[src/rtl/coo_pkg.sv]
// Shared definitions for the COO sparse-stream encoder/decoder pair:
// default field widths, decoder state codes and the sparse entry record.
package coo_pkg;

  localparam int DATA_W_DEF = 32;
  localparam int IDX_W_DEF  = 16;

  // Decoder states; plain constants so legacy code can compare them directly.
  localparam logic [1:0] ST_RUN   = 2'd0;
  localparam logic [1:0] ST_FILL  = 2'd1;
  localparam logic [1:0] ST_DRAIN = 2'd2;

  // One sparse beat as carried on the encoded link.
  typedef struct packed {
    logic [IDX_W_DEF-1:0]  idx;
    logic [DATA_W_DEF-1:0] val;
    logic                  is_null;
    logic                  last;
  } coo_entry_t;

endpackage

[src/rtl/coo_dec_stall_mon.sv]
// Stall observer for coo_dec: counts consecutive stalled cycles and raises
// a registered block flag once the stall has lasted STALL_LIMIT cycles.
// Only instantiated when COO_DEC_DEADLOCK_MON_EN is defined.
module coo_dec_stall_mon
  import coo_pkg::*;
#(
  parameter int STALL_LIMIT = 256
) (
  input  logic clock,
  input  logic reset,
  input  logic stall,
  output logic block
);

  localparam int              CW     = $clog2(STALL_LIMIT + 1);
  localparam logic [CW-1:0]   SAT_V  = CW'(STALL_LIMIT);
  localparam logic [CW-1:0]   LIM_M1 = CW'(STALL_LIMIT - 1);

  logic [CW-1:0] cnt_q, cnt_d;
  logic          block_q, block_d;

  // Saturating run-length of the stall condition; any non-stall cycle clears it.
  always_comb begin
    cnt_d   = '0;
    block_d = 1'b0;
    if (stall) begin
      cnt_d   = (cnt_q == SAT_V) ? cnt_q : cnt_q + 1'b1;
      block_d = (cnt_q >= LIM_M1);
    end
  end

  // Counter and flag registers.
  always_ff @(posedge clock) begin
    if (reset) begin
      cnt_q   <= '0;
      block_q <= 1'b0;
    end else begin
      cnt_q   <= cnt_d;
      block_q <= block_d;
    end
  end

  assign block = block_q;

endmodule

[src/rtl/coo_dec.sv]
// coo_dec: streaming COO-to-dense decoder. Takes ascending (index, value)
// entries and emits exactly LEN dense words per frame, zero-filling gaps.
// Optional stall monitor enabled by defining COO_DEC_DEADLOCK_MON_EN.
module coo_dec
  import coo_pkg::*;
#(
  parameter int DATA_W      = DATA_W_DEF,
  parameter int IDX_W       = IDX_W_DEF,
  parameter int LEN         = 1024,
  parameter int STALL_LIMIT = 256
) (
  input  logic              clock,
  input  logic              reset,
  input  logic [IDX_W-1:0]  in_idx,
  input  logic [DATA_W-1:0] in_val,
  input  logic              in_null,
  input  logic              in_last,
  input  logic              in_valid,
  output logic              in_ready,
  output logic [DATA_W-1:0] out_data,
  output logic              out_last,
  output logic              out_valid,
  input  logic              out_ready,
  output logic              err,
  output logic [15:0]       frame_cnt,
  output logic              block
);

  // LEN may equal 2**IDX_W, so the range check is done one bit wider.
  localparam logic [IDX_W:0]   LEN_X    = (IDX_W + 1)'(LEN);
  localparam logic [IDX_W-1:0] LAST_POS = IDX_W'(LEN - 1);

  logic [1:0]        state_q, state_d;
  logic [IDX_W-1:0]  pos_q, pos_d;
  logic              out_valid_q, out_valid_d;
  logic [DATA_W-1:0] out_data_q, out_data_d;
  logic              out_last_q, out_last_d;
  logic              err_q, err_d;
  logic [15:0]       frame_cnt_q, frame_cnt_d;

  logic              ld;
  logic              emit;
  logic [DATA_W-1:0] emit_val;
  logic              in_ready_c;
  logic              idx_lt, idx_oob, idx_eq, at_end;

  // Decode decision for this cycle: what to emit, what to consume, next state.
  always_comb begin
    state_d     = state_q;
    pos_d       = pos_q;
    out_valid_d = out_valid_q;
    out_data_d  = out_data_q;
    out_last_d  = out_last_q;
    err_d       = err_q;
    frame_cnt_d = frame_cnt_q;
    in_ready_c  = 1'b0;
    emit        = 1'b0;
    emit_val    = '0;

    ld      = !out_valid_q || out_ready;
    idx_lt  = in_idx < pos_q;
    idx_oob = {1'b0, in_idx} >= LEN_X;
    idx_eq  = in_idx == pos_q;
    at_end  = pos_q == LAST_POS;

    if (ld) begin
      out_valid_d = 1'b0;
    end

    case (state_q)
      ST_RUN: begin
        in_ready_c = ld && in_valid && (in_null || idx_lt || idx_oob || idx_eq);
        if (ld && in_valid) begin
          if (in_null) begin
            if (in_last) state_d = ST_FILL;
          end else if (idx_lt || idx_oob) begin
            err_d = 1'b1;
            if (in_last) state_d = ST_FILL;
          end else if (idx_eq) begin
            emit     = 1'b1;
            emit_val = in_val;
            if (at_end) begin
              if (!in_last) state_d = ST_DRAIN;
            end else if (in_last) begin
              state_d = ST_FILL;
            end
          end else begin
            emit = 1'b1;
          end
        end
      end
      ST_FILL: begin
        if (ld) begin
          emit = 1'b1;
          if (at_end) state_d = ST_RUN;
        end
      end
      ST_DRAIN: begin
        in_ready_c = 1'b1;
        if (in_valid) begin
          if (!in_null) err_d = 1'b1;
          if (in_last) state_d = ST_RUN;
        end
      end
      default: state_d = ST_RUN;
    endcase

    if (emit) begin
      out_valid_d = 1'b1;
      out_data_d  = emit_val;
      out_last_d  = at_end;
      if (at_end) begin
        pos_d       = '0;
        frame_cnt_d = frame_cnt_q + 16'd1;
      end else begin
        pos_d = pos_q + 1'b1;
      end
    end
  end

  // State, position and output registers.
  always_ff @(posedge clock) begin
    if (reset) begin
      state_q     <= ST_RUN;
      pos_q       <= '0;
      out_valid_q <= 1'b0;
      out_data_q  <= '0;
      out_last_q  <= 1'b0;
      err_q       <= 1'b0;
      frame_cnt_q <= '0;
    end else begin
      state_q     <= state_d;
      pos_q       <= pos_d;
      out_valid_q <= out_valid_d;
      out_data_q  <= out_data_d;
      out_last_q  <= out_last_d;
      err_q       <= err_d;
      frame_cnt_q <= frame_cnt_d;
    end
  end

  assign in_ready  = in_ready_c;
  assign out_data  = out_data_q;
  assign out_last  = out_last_q;
  assign out_valid = out_valid_q;
  assign err       = err_q;
  assign frame_cnt = frame_cnt_q;

`ifdef COO_DEC_DEADLOCK_MON_EN
  logic stall_c;

  // Stalled when the consumer holds us off, or a frame is open but starved.
  assign stall_c = (out_valid_q && !out_ready) ||
                   (state_q == ST_RUN && !in_valid && pos_q != '0);

  coo_dec_stall_mon #(
    .STALL_LIMIT (STALL_LIMIT)
  ) u_stall_mon (
    .clock (clock),
    .reset (reset),
    .stall (stall_c),
    .block (block)
  );
`else
  // Monitor not built: block stays low whatever STALL_LIMIT is.
  assign block = (STALL_LIMIT > 0) ? 1'b0 : 1'b0;
`endif

endmodule

[config.mk]
export PLATFORM = sky130hd
export DESIGN_NAME = coo_dec
export DESIGN_NICKNAME = d
export VERILOG_FILES = /design/src/rtl/coo_pkg.sv /design/src/rtl/coo_dec_stall_mon.sv /design/src/rtl/coo_dec.sv
export SDC_FILE = /design/constraint.sdc
export NUM_CORES = 1
export LEC_CHECK = 0
export CAP_MARGIN = 25
export CORE_MARGIN = 2
export CORE_UTILIZATION = 52
export DETAILED_ROUTE_END_ITERATION = 8
export PLACE_DENSITY = 0.86
export SLEW_MARGIN = 15
export SYNTH_ARGS = -nofsm -noshare
export SYNTH_HDL_FRONTEND = slang
export SYNTH_SLANG_ARGS = --single-unit
[constraint.sdc]
create_clock -name clock -period 4.3 [get_ports clock]
set_input_delay 0.86 -clock clock [delete_from_list [all_inputs] [get_ports clock]]
set_output_delay 0.86 -clock clock [all_outputs]
set_load 0.01 [all_outputs]
### Word-level counts from Yosys, hierarchy flattened

Index checks and enable logic that the tools add are counted.

* word-level logic and storage cells: 71
* input bits: 54
* bits in latches: 0
* memories kept: 0
* register bits: 69
* output and inout port bits: 53
* ROM bits: 0
* bits in writable memories: 0

* shift operators: 0
* $mul: 0
* mux-type cells: 32
* reduce and logical (&&, ||, !) cells: 14
* add/subtract/negate cells: 2
* equal/unequal tests: 14
* order comparisons: 2
* div/mod/pow operators: 0
* bitwise logic cells: 0

Operators with widths (count)
* $mux W32: 5
* $add A16 B1 Y16 const B: 2
* $mux W2: 11
* $eq A16 B10 Y1 const B: 1
* $eq A16 B16 Y1: 1
* $ge A16 B11 Y1 const B: 1
* $lt A16 B16 Y1: 1
* $mux W16: 1
* $ne A2 B2 Y1 const B: 8
* $mux W1: 11
* $reduce_and A7 Y1: 1
* $pmux W1 S2: 3
* $pmux W2 S3: 1
* $reduce_and A6 Y1: 1
* $logic_or A1 B1 Y1: 5
* $ne A5 B5 Y1 const B: 1
* $ne A4 B4 Y1 const B: 1
* $reduce_bool A2 Y1: 2
* $eq A2 B1 Y1 const B: 1
* $eq A2 B2 Y1 const B: 1
* $logic_and A1 B1 Y1: 2
* $logic_not A2 Y1: 1
* $reduce_and A2 Y1: 1
* $logic_not A1 Y1: 1

### Longest topological paths before layout

* depth in word-level cells: 7
* depth in mapped cells: 11
* depth with buffers taken out: 8

### Least setup slack after synthesis

No wires, ideal clock.

* path type: input-to-output
* start: input in_idx[14]
* end: output in_ready
* buffers on the path: 0
* data required time: 3.440 ns
* setup slack: 0.973 ns
* stages on the path: 7
* arrival time: 2.467 ns
* cell sequence: ha_1 nand4_1 nor4_1 o21ai_0 a31o_2 nor4b_1 nor3_1

* word-level cells in the longest chain between the ends: 6
* elaborated cells on any way between the ends: 8
* classes of those cells: 2 x order compare; 1 x eq/ne; 1 x mux; 4 x reduce/logical

Ends and longest elaborated chain
* start, declared: RTL line coo_dec.sv:14 `input logic [IDX_W-1:0] in_idx,`
* $lt A16 B16 Y1: RTL line coo_dec.sv:61 `idx_lt = in_idx < pos_q;`
* $logic_or A1 B1 Y1 (2 in a row): RTL line coo_dec.sv:72 `in_ready_c = ld && in_valid && (in_null || idx_lt || idx_oob || idx_eq);`
* $logic_or A1 B1 Y1 *: RTL line coo_dec.sv:72
* $logic_and A1 B1 Y1 *: RTL line coo_dec.sv:72
* $pmux W1 S2 *: RTL line coo_dec.sv:70 `case (state_q)`
* end, declared: RTL line coo_dec.sv:19 `output logic in_ready,`

Mark *: on every way between the ends. The rest lies on a longest branch, timed or not.

### Worst setup path after layout

* start: input in_idx[11]
* end: output in_ready

Same word-level chain as after synthesis.

==> flow_metrics.py <==
metrics = {
    "die": {
        "fp.dieH_um": 89.5,
        "num_io_pins": 107,
        "core_um2": 7180,
        "die_w_um": 89.5,
        "rows": 31,
        "initial_utilization_pct": 53.0,
        "die_area_um2": 8010,
    },
    "sta": {
        "slew_viol_final": 0,
        "hold_viol": 0,
        "tns_ns": 0,
        "fin_crit_ns": 4.11,
        "period_share_pct": 95.5,
        "max_freq_mhz": 243,
        "skew_ns": 0.00911,
        "timing.hold.ws_ns": 0.464,
        "report.final.setup_viol": 0,
        "max_slew_margin_pct": 49.0,
        "rsz0062_at_grt": "false",
        "tightestPinTransition_ns": 0.764,
    },
    "finish": {
        "post-route-util_pct": 70.9,
        "n_antenna_cell": 0,
        "nNetsFinal": 643,
        "fill_cells": 552,
        "stdcell_area_um2": 5090,
        "drive_gt1_share_pct": 8.68,
        "syn_to_final_growth_pct": 33.9,
    },
    "synthesis": {
        "ys_ff_latch": 69,
        "synth_cell_types": 49,
        "yosysSeqAreaShare_pct": 36.4,
        "netlist_area_um2": 3800,
        "synth_flop_cell": "dfxtp_1",
        "yosys_warnings": 0,
        "synth_enable_flop_cells": 0,
        "async_reset_ff_share_pct": 0,
        "syn_avg_cell_area_um2": 7.85,
        "synthCells": 484,
        "synth.net_count": 556,
    },
    "pwr": {
        "p_switching_w": 0.000320,
        "power_w": 0.00124,
        "power_density_nw_per_um2": 243,
        "total_leakage_power_nw": 1.72,
        "p_int_w": 0.000916,
        "vdd_drop_max_mv": 0.197,
        "power.share.clock_pct": 36.5,
        "swShare_pct": 25.9,
        "combPwrFrac_pct": 11.1,
        "power.share.sequential_pct": 52.3,
    },
    "clock_tree": {
        "htreeDepth": 3,
        "clock_sinks": 69,
        "cts_buffers": 9,
        "insertion_delay_ns": 0.34,
        "clockBufferDepth": 2,
        "root_buffer": "clkbuf_8",
        "cts_tree": "yes",
        "path_clk_slew_ns": 0.07,
    },
    "worst_hold_path": {
        "min_path_type": "reg2reg",
    },
    "route": {
        "first_pass_iters": 5,
        "drc": 0,
        "ant_nets": 0,
        "routedWlPerCell_um": 15.8,
        "viasPerCell": 5.91,
        "drtIter0Drc": 450,
        "vias": 3986,
        "routed_wl_um": 10700,
    },
    "grt": {
        "overflow": 0,
        "grt_start_max_net_pins": 63,
        "grt_pass1_vias": 3592,
        "antenna_found_initial": 0,
        "grt_pass1_wl_um": 16700,
        "grtUsageTotal_pct": 26.7,
    },
    "setup_path": {
        "required_ns": 3.44,
        "cp-start-kind": "primary input",
        "critPathCaptureType": "output port",
        "cp_max_fo": 4,
        "arrival_ns": 3.25,
        "timing_worst_setup_path_type": "in2out",
    },
    "run": {
        "max-cap-violations": 0,
    },
    "placement": {
        "dpl-instance-area_um2": 4920,
        "gp_congestion": 0.873,
        "dp_hpwl_um": 7360,
        "port_buffers": 105,
    },
    "outcome": {
        "status": "completed",
    },
}
[cells in the final DEF (no fill, tap or decap), types with 9 or more instances in the layout]
cell,synthesis,routed
a21oi_1,66,66
clkbuf_8,0,9
clkdlybuf4s50_1,0,104
dfxtp_1,69,69
ha_1,18,18
inv_1,18,18
mux2_2,15,15
nand2_1,21,21
nand3_1,84,84
nand4_1,17,17
nor2_1,34,34
nor2b_1,15,15
[layer usage]
metal | GRT usage, % | vias to the layer above | wire length (µm)
met2 | 42.0 | 154 | 5100
met4 | 8.82 | 0 | 114
met5 | 0 | - | 0
li1 | - | 1944 | -
met3 | 8.49 | 14 | 805
met1 | 34.8 | 1874 | 4680
[worst max-delay path, cell delays in order]
cell	delay, ns
clkdlybuf4s50_1	0.43
ha_1	0.33
nand4_1	0.13
nor4_2	0.31
o21ai_1	0.16
a31o_2	0.26
nor4b_2	0.21
nor3_1	0.07
clkdlybuf4s50_1	0.48
[area by class of cell]
| cell class | instances | area [µm²] | share of cell area, % |
|---|---|---|---|
| Tap cell | 99 | 124 | 2.43 |
| Multi-Input combinational cell | 359 | 2230 | 43.9 |
| Clock inverter | 5 | 27.5 | 0.541 |
| Sequential cell | 69 | 1380 | 27.1 |
| Clock buffer | 11 | 131 | 2.58 |
| Timing Repair Buffer | 114 | 1130 | 22.1 |
| Inverter | 18 | 67.6 | 1.33 |
[logic make-up after synthesis]
kind of cell	after synthesis	synth area share (%)
AND/OR/NAND/NOR	209	28.6
AO/OA/AOI/OAI	115	18.6
flip-flops	69	36.4
buffers and inverters	56	5.76
adder cells (fa/ha/maj)	18	5.93
multiplexers	16	4.71
other	1	0.0987
[state kept, by name (all words and copies together), names as in the netlist]
signal     flops
out_valid      1
out_last       1
out_data      32
state_q        2
err            1
frame_cnt     16
pos_q         16
[final timing paths]
path,from,to,slack [ns],depth (start not counted)
hold reg to reg,out_data[4]$_SDFFE_PP0P_,out_data[4]$_SDFFE_PP0P_,0.46,2
hold / removal,out_data[4]$_SDFFE_PP0P_,out_data[4]$_SDFFE_PP0P_,0.46,2
setup reg to reg,pos_q[10]$_SDFFE_PP0P_,frame_cnt[0]$_SDFFE_PP0P_,1.44,10
setup / recovery,in_idx[11],in_ready,0.19,9
[power groups by stage]
stage | Clock (W) | Sequential (W) | Combinational (W)
after floorplan | 0 | 0.000661 | 0.0000625
after global placement | 0 | 0.000661 | 0.000132
after detailed placement | 0 | 0.000661 | 0.000136
after CTS | 0.000457 | 0.000646 | 0.000136
after global routing | 0.000488 | 0.000647 | 0.000151
final | 0.000452 | 0.000646 | 0.000138
[per-stage QoR]
step / setup slack, ns / cells
global route: 0.0473 / 675
detailed placement: 0.0320 / 659
CTS: 0.00196 / 675
finish: 0.192 / 675
global placement: 0.0771 / 659
floorplan: 0.973 / 484
[synth_stat cells (all sizes together), types with 2 or more instances]
cell / count / area (µm²)
a31oi: 7 / 43.8
o221a: 2 / 22.5
a21oi: 66 / 330
nor2: 34 / 128
and4: 5 / 46.3
o2111ai: 3 / 26.3
dfxtp: 69 / 1380
a211oi: 3 / 22.5
buf: 6 / 31.3
inv: 18 / 67.6
o22ai: 2 / 12.5
nor4: 4 / 25.0
nand2: 21 / 78.8
nand2b: 3 / 18.8
o32ai: 5 / 43.8
a21boi: 2 / 15.0
nor4b: 2 / 17.5
o2bb2ai: 2 / 17.5
or4: 3 / 22.5
o31ai: 4 / 40.0
nand3b: 2 / 15.0
o21ai: 7 / 35.0
and2: 2 / 12.5
nand4: 17 / 106
and3: 8 / 50.1
nor2b: 15 / 93.8
nand3: 84 / 420
o211ai: 2 / 15.0
nor3: 6 / 30.0
ha: 18 / 225
o21a: 3 / 22.5
mux2: 15 / 169
clkbuf: 32 / 120
[what timing repair did]
action	in CTS	in global routing
hold buffers	0	0
buffers inserted	0	0
resized for setup	0	3
endpoints found under the setup margin	0	1
Power figures use the tool's default switching activity.
